File: src/rtl/alu_issue_unit.sv
// -----------------------------------------------------------------------------
// alu_issue_unit
//
// Sequential front end for the combinational execute-stage ALU. It accepts one
// RV32I OP / OP-IMM arithmetic request per valid/ready handshake. It decodes
// funct3/funct7[5] into the ALU's 4-bit control code and drives registered
// operands to the ALU for one full cycle. It then captures the ALU result and
// flags and returns them on a valid/ready response port.
//
// Illegal encodings bypass the ALU. They return a zeroed response with
// out_illegal set, and the ALU operand registers are left untouched.
//
// Ports
//   clk, rst                 clock, synchronous active-high reset
//   in_valid / in_ready      request handshake
//   funct3, funct7b5, is_imm instruction fields (funct7b5 = instruction bit 30)
//   rs1_val, rhs             operands (rhs = rs2 or sign-extended immediate)
//   alu_a, alu_b,
//   alu_control              registered ALU operands and control code
//   alu_result, alu_overflow,
//   alu_zero, alu_equal      combinational ALU response
//   out_valid / out_ready    response handshake
//   out_result, out_overflow,
//   out_zero, out_equal,
//   out_illegal              captured response
//   op_count                 completed responses, wraps modulo 2^16
//
// Only N = 32 is supported. The shift-amount masking assumes a 5-bit shamt.
// -----------------------------------------------------------------------------
module alu_issue_unit #(
   parameter int N = 32
) (
   input  logic         clk,
   input  logic         rst,

   // request side
   input  logic         in_valid,
   output logic         in_ready,
   input  logic [2:0]   funct3,
   input  logic         funct7b5,
   input  logic         is_imm,
   input  logic [N-1:0] rs1_val,
   input  logic [N-1:0] rhs,

   // ALU port (initiator side)
   output logic [N-1:0] alu_a,
   output logic [N-1:0] alu_b,
   output logic [3:0]   alu_control,
   input  logic [N-1:0] alu_result,
   input  logic         alu_overflow,
   input  logic         alu_zero,
   input  logic         alu_equal,

   // response side
   output logic         out_valid,
   input  logic         out_ready,
   output logic [N-1:0] out_result,
   output logic         out_overflow,
   output logic         out_zero,
   output logic         out_equal,
   output logic         out_illegal,
   output logic [15:0]  op_count
);

   // ALU control encoding shared with the ALU.
   typedef enum logic [3:0] {
      CTL_AND  = 4'd1,
      CTL_OR   = 4'd2,
      CTL_XOR  = 4'd3,
      CTL_SLL  = 4'd5,
      CTL_SRL  = 4'd6,
      CTL_SRA  = 4'd7,
      CTL_ADD  = 4'd8,
      CTL_SUB  = 4'd12,
      CTL_SLT  = 4'd13,
      CTL_SLTU = 4'd15
   } alu_control_t;

   typedef enum logic [1:0] {
      S_IDLE = 2'd0,
      S_EXEC = 2'd1,
      S_DONE = 2'd2
   } state_t;

   state_t       state;
   alu_control_t ctl_q;

   // ---------------------------------------------------------------------------
   // Decode
   // ---------------------------------------------------------------------------
   alu_control_t dec_ctl;
   logic         dec_illegal;
   logic         dec_shift;
   logic [N-1:0] dec_b;
   logic         r_b5;       // funct7[5] set on an R-type instruction

   assign r_b5 = funct7b5 & ~is_imm;

   always_comb begin
      // NOTE: every signal driven here gets a default first, so no path through
      // the case statement leaves one unassigned and no latch is inferred.
      dec_ctl     = CTL_ADD;
      dec_illegal = 1'b0;
      dec_shift   = 1'b0;

      case (funct3)
         3'b000: dec_ctl = r_b5 ? CTL_SUB : CTL_ADD;
         3'b001: begin
            dec_ctl     = CTL_SLL;
            dec_shift   = 1'b1;
            // funct7[5] must be 0 for SLL and SLLI alike.
            dec_illegal = funct7b5;
         end
         3'b010: begin
            dec_ctl     = CTL_SLT;
            dec_illegal = r_b5;
         end
         3'b011: begin
            dec_ctl     = CTL_SLTU;
            dec_illegal = r_b5;
         end
         3'b100: begin
            dec_ctl     = CTL_XOR;
            dec_illegal = r_b5;
         end
         3'b101: begin
            // Bit 30 selects arithmetic shift in both R and I forms.
            dec_ctl   = funct7b5 ? CTL_SRA : CTL_SRL;
            dec_shift = 1'b1;
         end
         3'b110: begin
            dec_ctl     = CTL_OR;
            dec_illegal = r_b5;
         end
         3'b111: begin
            dec_ctl     = CTL_AND;
            dec_illegal = r_b5;
         end
         default: begin
            dec_ctl     = CTL_ADD;
            dec_illegal = 1'b1;
         end
      endcase

      // Shifts take only shamt. This keeps immediate bit 10 (the SRAI marker,
      // which lands in rhs[10]) away from the ALU's out-of-range shift zeroing.
      dec_b = dec_shift ? {{(N-5){1'b0}}, rhs[4:0]} : rhs;
   end

   // ---------------------------------------------------------------------------
   // Control FSM with registered handshake outputs
   // ---------------------------------------------------------------------------
   always_ff @(posedge clk) begin
      // NOTE: sequential state uses non-blocking assignments only. Every
      // register then samples pre-edge values, whatever the statement order.
      if (rst) begin
         state        <= S_IDLE;
         in_ready     <= 1'b1;
         out_valid    <= 1'b0;
         alu_a        <= '0;
         alu_b        <= '0;
         ctl_q        <= CTL_ADD;
         out_result   <= '0;
         out_overflow <= 1'b0;
         out_zero     <= 1'b0;
         out_equal    <= 1'b0;
         out_illegal  <= 1'b0;
         op_count     <= '0;
      end else begin
         case (state)
            S_IDLE: begin
               if (in_valid) begin
                  in_ready <= 1'b0;
                  if (dec_illegal) begin
                     // The ALU is not used. Its operand registers keep the
                     // previous op's values and the response is zeroed.
                     out_illegal  <= 1'b1;
                     out_result   <= '0;
                     out_overflow <= 1'b0;
                     out_zero     <= 1'b0;
                     out_equal    <= 1'b0;
                     out_valid    <= 1'b1;
                     state        <= S_DONE;
                  end else begin
                     alu_a       <= rs1_val;
                     alu_b       <= dec_b;
                     ctl_q       <= dec_ctl;
                     out_illegal <= 1'b0;
                     state       <= S_EXEC;
                  end
               end
            end

            S_EXEC: begin
               // The operands have been stable for the whole cycle, so the
               // ALU output has settled by this edge.
               out_result   <= alu_result;
               out_overflow <= alu_overflow &
                               ((ctl_q == CTL_ADD) || (ctl_q == CTL_SUB));
               out_zero     <= alu_zero;
               out_equal    <= alu_equal;
               out_valid    <= 1'b1;
               state        <= S_DONE;
            end

            S_DONE: begin
               // The response registers are written only in IDLE and EXEC, so
               // they hold still while the consumer stalls.
               if (out_ready) begin
                  out_valid <= 1'b0;
                  in_ready  <= 1'b1;
                  op_count  <= op_count + 16'd1;
                  state     <= S_IDLE;
               end
            end

            default: begin
               state     <= S_IDLE;
               in_ready  <= 1'b1;
               out_valid <= 1'b0;
            end
         endcase
      end
   end

   assign alu_control = ctl_q;

endmodule
File: config.mk
export PLATFORM = sky130hd
export DESIGN_NAME = alu_issue_unit
export DESIGN_NICKNAME = d
export VERILOG_FILES = /design/src/rtl/alu_issue_unit.sv
export SDC_FILE = /design/constraint.sdc
export NUM_CORES = 1
export LEC_CHECK = 0
export BUFFER_PORTS_ARGS = -buffer_cell sky130_fd_sc_hd__buf_4
export CAP_MARGIN = 40
export CORE_ASPECT_RATIO = 0.7
export CORE_MARGIN = 4
export CORE_UTILIZATION = 40
export DETAILED_ROUTE_END_ITERATION = 16
export GPL_ROUTABILITY_DRIVEN = 0
export PLACE_DENSITY = 0.73
export RECOVER_POWER = 50
export SLEW_MARGIN = 20
export SYNTH_ARGS = -nofsm -noshare
export SYNTH_HDL_FRONTEND = slang
export SYNTH_SLANG_ARGS = --single-unit
File: constraint.sdc
create_clock -name clk -period 1.9 [get_ports clk]
set_input_delay 0.19 -clock clk [delete_from_list [all_inputs] [get_ports clk]]
set_output_delay 0.19 -clock clk [all_outputs]
set_load 0.02 [all_outputs]
======== Word-level counts from Yosys, hierarchy flattened ========
Cells that the tools add are included.
operators by class
  $add $sub $neg .......................... 1
  multipliers ............................. 0
  div/mod/pow operators ................... 0
  $lt $le $gt $ge ......................... 0
  equal/unequal tests ..................... 14
  shifts and indexed selects .............. 0
  mux-type cells .......................... 26
  bitwise operators ....................... 5
  reductions and logical operators ........ 13
operators with widths
  operator                 number
  $mux W32                 3
  $pmux W32 S2             1
  $pmux W4 S8              1
  $add A16 B1 Y16 const B  1
  $eq A3 B3 Y1 const B     4
  $reduce_and A3 Y1        4
  $mux W1                  10
  $eq A4 B4 Y1 const B     2
  $pmux W1 S2              4
  $eq A3 B2 Y1 const B     2
  $mux W2                  3
  $ne A2 B2 Y1 const B     3
  $pmux W1 S3              2
  $pmux W2 S3              1
  $reduce_and A2 Y1        3
  $reduce_or A5 Y1         1
  $eq A3 B1 Y1 const B     1
  $logic_not A3 Y1         1
  $mux W3                  1
  $not A1 Y1               3
  $and A1 B1 Y1            2
  $eq A2 B1 Y1 const B     1
  $eq A2 B2 Y1 const B     1
  $logic_not A2 Y1         1
  other kinds (3)          3
storage, ports and cells
  register bits ........................... 124
  latch bits .............................. 0
  memory bits (writable) .................. 0
  ROM bits ................................ 0
  output and inout bits ................... 122
  memories ................................ 0

======== Depth between registers and ports, before layout ========
Gate-level depths: netlist (run 1).
  word-level depth ........................ 6
  gate-level depth with buffers ........... 8
  mapped depth without buffers ............ 5

======== Least setup slack after synthesis (run 1) ========
No wires, ideal clock.
  path kind ............................... register -> register
  from .................................... register op_count[7]
  to ...................................... register op_count[15]
  setup time .............................. 128 ps
  arrival ................................. 1538 ps
  required time ........................... 1772 ps
  slack ................................... 235 ps
  cell stages (with the launch flop) ...... 7
  clock period less this slack ............ 1665 ps
  path through ............................ dfxtp_1 > nand3_1 > or3_1 > clkbuf_1 > nor4_1 > xnor2_1 > nor2_1
on the way
  cells in the longest elaborated chain, start to end .. 1
ends and longest elaborated chain
  what                    RTL line  source
  start, declared         62        output logic [15:0] op_count
  start signal, assigned  212       op_count <= op_count + 16'd1;
  $add A16 B1 Y16         212
No other way between the ends.
A chain may end at the register's enable or synchronous reset.

======== Worst setup path after layout (run 1) ========
  from .................................... register state[1]
  to ...................................... register op_count[15]
on the way
  cells in the longest elaborated chain, start to end .. 2
ends and longest elaborated chain
  what                         RTL line  source
  start, declared              85        state_t state;
  start signal, assigned       157       state <= S_IDLE;
  start signal, assigned       183       state <= S_DONE;
  start signal, assigned       189       state <= S_EXEC;
  $eq A2 B2 Y1                 170       case (state)
  $reduce_and A2 Y1 (no line)  --
No other way between the ends.

==> flow_summary_export.csv, run 1 <==
group,metric,value,unit
status,status,"finished clean",
worst_setup_path,path_class,"flop to flop",
die,die_area,12710,um2
clock_tree,insertion_delay,0.40,ns
routing,vias,4233,
sta,timing.final.crit_share,85.56,%
logic_synthesis,synthesis.nets,544,
placed_design,io_buffers,229,
die,die_h,95.54,um
logic_synthesis,async_reset_ff_share,0,%
die,die_w,133.1,um
layout,final_core_util,64.47,%
sta,fin_ws,0.2743,ns
layout,diodes,0,
clock_tree,cts_buffers,17,
logic_synthesis,synth_top_area_share,56.69,%
worst_setup_path,critPathLaunchType,"flop",
worst_setup_path,crit_path_max_fanout,7,
global_routing,grt_pass1_vias,4122,
logic_synthesis,synth_top_cells_by_count,"dfxtp_1 (124), nand2_1 (82), a21oi_1 (45)",
logic_synthesis,ys.warnings.count,0,
placed_design,hpwlAfterDp,9.391,mm
logic_synthesis,syn_area,4379,um2
clock_tree,clockBufferDepth,2,
logic_synthesis,postSynth.topFlopCell,"dfxtp_1",
die,ioPinCount,230,
clock_tree,ctsHoldBuffers,33,
worst_setup_path,cpPeakStageDelay,0.44,ns
routing,firstDrtPassIters,4,
routing,viasPerCell,4.882,
logic_synthesis,yosys.cell_count.top_type,"dfxtp_1",
routing,drcViolationCount,0,
logic_synthesis,syn-mean-instance-area,10.07,um2
routing,first_iter_violations,156,
die,row_count,31,
clock_tree,cts_htree_levels,4,
sta,skew,0.007773,ns
logic_synthesis,seq_area_frac_synth,56.69,%
sta,worst_slew_pin_slew,0.4494,ns
routing,drt_wl_total,13.67,mm
logic_synthesis,yosys-top-cells-area,"dfxtp_1 (57%), nand2_1 (7.0%), a22o_1 (6.8%)",
global_routing,grt_max_degree,36,
sta,max_freq,615.1,MHz
sta,maxSlewHeadroom,69.66,%
clock_tree,cts_setup_buffers,0,
flow_run,drv_cap,0,
sta,period_needed,1.626,ns
sta,hold_viol_final,0,
routing,wl_per_cell,15.77,um
die,core_area,10510,um2
layout,area_growth,54.74,%
logic_synthesis,synth_largest_area_cell,"dfxtp_1",
clock_tree,cts_resized,0,
worst_hold_path,min_path_type,"input port to flop",
clock_tree,clkSlewWorstSetupHoldPaths,0.05,ns
power,power_density,1032,nW/um2
global_routing,antenna_found_initial,0,
worst_setup_path,cp-end-kind,"flop",
routing,antenna_left,0,
worst_setup_path,cp_cell_sequence,"and4b_1 -> nand4_1 -> nor4_1 -> xnor2_1 -> nor2_1",
worst_setup_path,worstPathArrival,1.90,ns
logic_synthesis,synth-seq-cells,124,
layout,drive_above_1_share,25.87,%
logic_synthesis,synthDistinctLibCells,41,
sta,slew_viol_final,0,
clock_tree,cts.sinks,124,
logic_synthesis,syn_inst,435,
layout,nets,815,
clock_tree,cts_tree,"done",
power,peakVddDrop,0.6469,mV
sta,setup_viol,0,
logic_synthesis,synth_enable_flop_cells,0,
sta,holdWs,0.01874,ns
worst_setup_path,cp_slowest_cell,"dfxtp_1",
clock_tree,clock_tree.root_cell,"clkbuf_16",
layout,finalNonFillerCells,867,
power,power.leakage,0.002774,uW
placed_design,dp.cells,795,
global_routing,grtUsageTotal,20.31,%
sta,rsz0062_at_grt,"no",
global_routing,grt_pass1_wl,20.65,mm
die,start_util,41.66,%
placed_design,dp_worst_setup_slack,0.2713,ns
worst_setup_path,required,2.18,ns
global_routing,overflow,0,
sta,final.setup.tns,0,ns
==> where the power goes <==
part	switching [uW]	internal, uW	total, uW
sequential	89.3	2760	2850
clock	1130	2030	3170
combinational	555	426	981
==> worst paths after layout <==
path,start,end,slack [ns],depth (start not counted)
max,state[1],op_count[15],0.27,5
min,alu_result[3],out_result[3],0.02,2
max reg2reg,state[1],op_count[15],0.27,5
min reg2reg,alu_a[27],alu_a[27],0.45,2
==> layout by cell type, fill, tap and decap left out, drive strengths merged, types with 2 or more instances in the layout <==
master,instances
nor2b,2
bufinv,2
xor2,4
o21a,2
nor3b,4
xnor2,8
o21ai,7
nor3,7
nand2b,2
a22o,62
and3,2
a211oi,2
nand3,6
nand2,82
clkbuf,142
clkinv,5
dlygate4sd3,40
o21bai,2
nor2,20
a21oi,45
clkinvlp,3
inv,7
or3,5
dfxtp,124
buf,122
==> cells by family after synthesis <==
kind of cell / after synthesis / share of synthesized area, %
compound gates: 125 / 21.49
xor+xnor: 12 / 2.400
fa+ha+maj: 1 / 0.2857
buf+inv: 37 / 4.629
flops: 124 / 56.69
mux: 1 / 0.2286
simple gates: 135 / 14.29
==> stage by stage <==
step,power (uW),area [um2]
CTS,7179,7157
finish,6993,6777
global placement,3914,6237
floorplan,3428,4379
global route,7284,6777
detailed placement,3936,6237
==> flip-flops by register name (all words and copies together) (netlist names) <==
name          flops
alu_control       4
alu_a            32
in_ready          1
alu_b            32
out_result       32
out_valid         1
out_zero          1
op_count         16
out_illegal       1
out_equal         1
state             2
out_overflow      1
==> cell type report <==
type	instances	area, um2
tap	148	185.2
clock buffer	22	474.2
inverter	7	26.28
sequential	124	2482
clock inverter	10	115.1
fill	948	3735
timing repair buffer	282	1792
multi-input combinational	274	1702
==> critical path, delay by kind of cell (launching register included) <==
kind / cells / cell delay, ns
xor gates and xnor gates: 1 / 0.16
DFF: 1 / 0.44
and+or+nand+nor: 4 / 0.92
==> metal layers <==
metal | up-vias | routed length [um] | global-route usage [%]
met5 | - | 0 | 0
met4 | 0 | 252 | 8.824
met3 | 20 | 741 | 5.802
met2 | 145 | 6968 | 35.94
met1 | 1998 | 5712 | 23.22
li1 | 2070 | - | -
Power figures use the tool's default switching activity.
==> inputs of run 2 (changes only) <==
Settings changed: ABC_AREA set to 1, PLACE_DENSITY 0.73 to 0.71.
==> run 2 against run 1 <==
Against the previous run: cell area grew 5.9%; global-route usage rose by 0.22 points; core utilization decreased by 4.1 points; via count rose by 18%; combinational power rose by 20%; largest power group unchanged; worst hold slack got worse by 0.0062 ns; register-to-register slack better by 0.08 ns; power up 4.9%; non-clock buffer count fell by 16; critical endpoint is now op_count[5]; area after synthesis increased by 13%.
==> flow_summary_export.csv, run 2 <==
group,metric,value,unit
status,status,"finished clean",
layout,reg_top3,"alu_a x32, alu_b x32, out_result x32",
placed_design,placed_cell_area,6750,um2
logic_synthesis,postSynth.topFlopCell,"dfxtp_1",
sta,worst_slew_pin_slew,0.5101,ns
sta,slew_viol_final,0,
worst_setup_path,cpPeakStageDelay,0.46,ns
worst_setup_path,cp_slowest_cell,"dfxtp_1",
logic_synthesis,syn_area,4935,um2
routing,wl_per_cell,13.33,um
placed_design,hpwlAfterDp,10.03,mm
layout,stdcell_area,7179,um2
sta,period_needed,1.550,ns
worst_setup_path,path_class,"flop to flop",
routing,antenna_left,0,
power,sequentialPowerShare,39.3,%
clock_tree,cts_buffers,17,
global_routing,grt_pass1_wl,23.67,mm
sta,final.setup.tns,0,ns
logic_synthesis,yosys.cell_count.top_type,"nand2_1",
logic_synthesis,synth_enable_flop_cells,0,
worst_setup_path,cp-end-kind,"flop",
worst_setup_path,crit_path_max_fanout,8,
flow_run,drv_cap,0,
global_routing,grt_pass1_vias,4650,
power,switching_power,2018,uW
worst_setup_path,critPathLaunchType,"flop",
die,die_h,100.9,um
worst_setup_path,worstPathArrival,1.83,ns
die,row_count,33,
sta,maxSlewHeadroom,65.99,%
logic_synthesis,syn_inst,687,
power,p_int,5317,uW
logic_synthesis,seq_area_frac_synth,50.30,%
layout,layout_commonest_cell,"nand2_1",
layout,diodes,0,
sta,rsz0062_at_grt,"no",
worst_setup_path,cp_common_cell,"nand3_1",
power,power_density,1022,nW/um2
layout,final_core_util,60.37,%
die,die_w,140.8,um
sta,max_freq,645.3,MHz
clock_tree,cts.sinks,124,
sta,skew,0.008729,ns
worst_setup_path,cp_cell_sequence,"nand3_1 -> nor2_2 -> nand3_1 -> o21ai_0 -> a21oi_1",
logic_synthesis,syn-mean-instance-area,7.183,um2
logic_synthesis,synthesis.nets,796,
logic_synthesis,yosys-top-cells-area,"dfxtp_1 (50%), nand2_1 (16%), nor2_1 (7.9%)",
worst_setup_path,path_buf_inv,0,
power,power.leakage,0.003309,uW
sta,timing.final.crit_share,81.56,%
clock_tree,clock_tree.root_cell,"clkbuf_16",
logic_synthesis,ys.warnings.count,0,
logic_synthesis,synth-seq-cells,124,
die,ioPinCount,230,
routing,first_iter_violations,263,
clock_tree,clockBufferDepth,2,
worst_setup_path,path_delay_family,"simple AND/OR/NAND/NOR gates",
die,die_area,14210,um2
global_routing,antenna_found_initial,0,
routing,firstDrtPassIters,5,
power,peakVddDrop,0.7209,mV
layout,final_cell_mix,"nand2_1 (212), dfxtp_1 (124), clkbuf_1 (122), buf_4 (114), nor2_1 (104)",
routing,vias,4977,
power,clockPowerShare,44.6,%
placed_design,io_buffers,229,
global_routing,grt_max_degree,54,
clock_tree,cts_setup_buffers,0,
global_routing,overflow,0,
clock_tree,cts_tree,"done",
routing,drt_wl_total,14.74,mm
power,pwr-share-comb,16.1,%
layout,area_growth,45.49,%
routing,drcViolationCount,0,
clock_tree,insertion_delay,0.40,ns
worst_hold_path,min_path_type,"input port to flop",
global_routing,grtUsageTotal,20.53,%
routing,viasPerCell,4.500,
power,switching_share,27.51,%
layout,nets,1045,
die,start_util,41.50,%
clock_tree,cts_htree_levels,4,
logic_synthesis,synth_largest_area_cell,"dfxtp_1",
worst_setup_path,required,2.19,ns
die,core_area,11890,um2
clock_tree,clkSlewWorstSetupHoldPaths,0.06,ns
layout,drive_above_1_share,16.54,%
sta,hold_viol_final,0,
logic_synthesis,synthDistinctLibCells,25,
logic_synthesis,synth_top_area_share,50.30,%
logic_synthesis,synth_top_cells_by_count,"nand2_1 (211), dfxtp_1 (124), nor2_1 (104)",
logic_synthesis,async_reset_ff_share,0,%
sta,setup_viol,0,
==> run 2: what timing repair did <==
action / in CTS / in global routing
gates resized for setup: 0 / 0
endpoints found under the hold margin: 29 / 0
hold buffers: 29 / 0
==> run 2: cell type report <==
cell class / instances / area [um2]
clock buffers: 21 / 450.4
clock inverters: 11 / 142.6
fillers: 1193 / 4712
inverters: 66 / 252.7
multi-input cells: 461 / 1982
flip-flops and latches: 124 / 2482
well taps: 157 / 196.4
repair buffers: 266 / 1673
==> run 2: stage by stage <==
stage,instances,total power (uW),hold WS [ns],setup slack [ns]
after floorplan,687,3648,0.3213,0.5133
after global placement,1045,4204,0.4065,0.4093
after detailed placement,1045,4215,0.4098,0.3959
after CTS,1106,7539,0.0003295,0.3994
after global routing,1106,7649,0.01241,0.1881
final,1106,7334,0.01257,0.3504
==> run 2: worst register-to-register path: cells and delay by family, from the launching register on <==
family             cells  cell delay [ns]
AOI/OAI and AO/OA      2             0.23
DFF                    1             0.46
and+or+nand+nor        3             0.74
==> run 2: power by group through the flow <==
stage / clock network, uW / logic, uW / registers, uW
floorplan: 0 / 508 / 3140
global placement: 0 / 1270 / 2930
detailed placement: 0 / 1280 / 2940
CTS: 3330 / 1330 / 2880
global route: 3430 / 1320 / 2900
finish: 3270 / 1180 / 2880
==> run 2: metal layers <==
layer / vias to the layer above / wire [um] / global-route usage, %
met4: 0 / 240 / 7.297
met3: 22 / 1179 / 6.022
met2: 166 / 6424 / 31.40
met1: 2163 / 6899 / 27.75
li1: 2626 / - / -
met5: - / 0 / 0
==> run 2: logic make-up (layout without fill, tap and decap cells) <==
| group | Yosys count | after routing | synth area share, % |
|---|---|---|---|
| flip-flops | 124 | 124 | 50.30 |
| AO/OA/AOI/OAI | 57 | 57 | 6.009 |
| AND/OR/NAND/NOR | 397 | 397 | 32.89 |
| XOR/XNOR | 6 | 6 | 1.065 |
| adder cells (fa/ha/maj) | 1 | 1 | 0.2535 |
| buffers and inverters | 102 | 364 | 9.483 |
==> run 2: final timing paths <==
path / from / endpoint / slack (ns) / cells after the start
worst min-delay path: rhs[1] / alu_b[1] / 0.01 / 3
worst max register to register: state[1] / op_count[5] / 0.35 / 5
worst max-delay path: state[1] / op_count[5] / 0.35 / 5
worst min register to register: out_result[17] / out_result[17] / 0.46 / 2
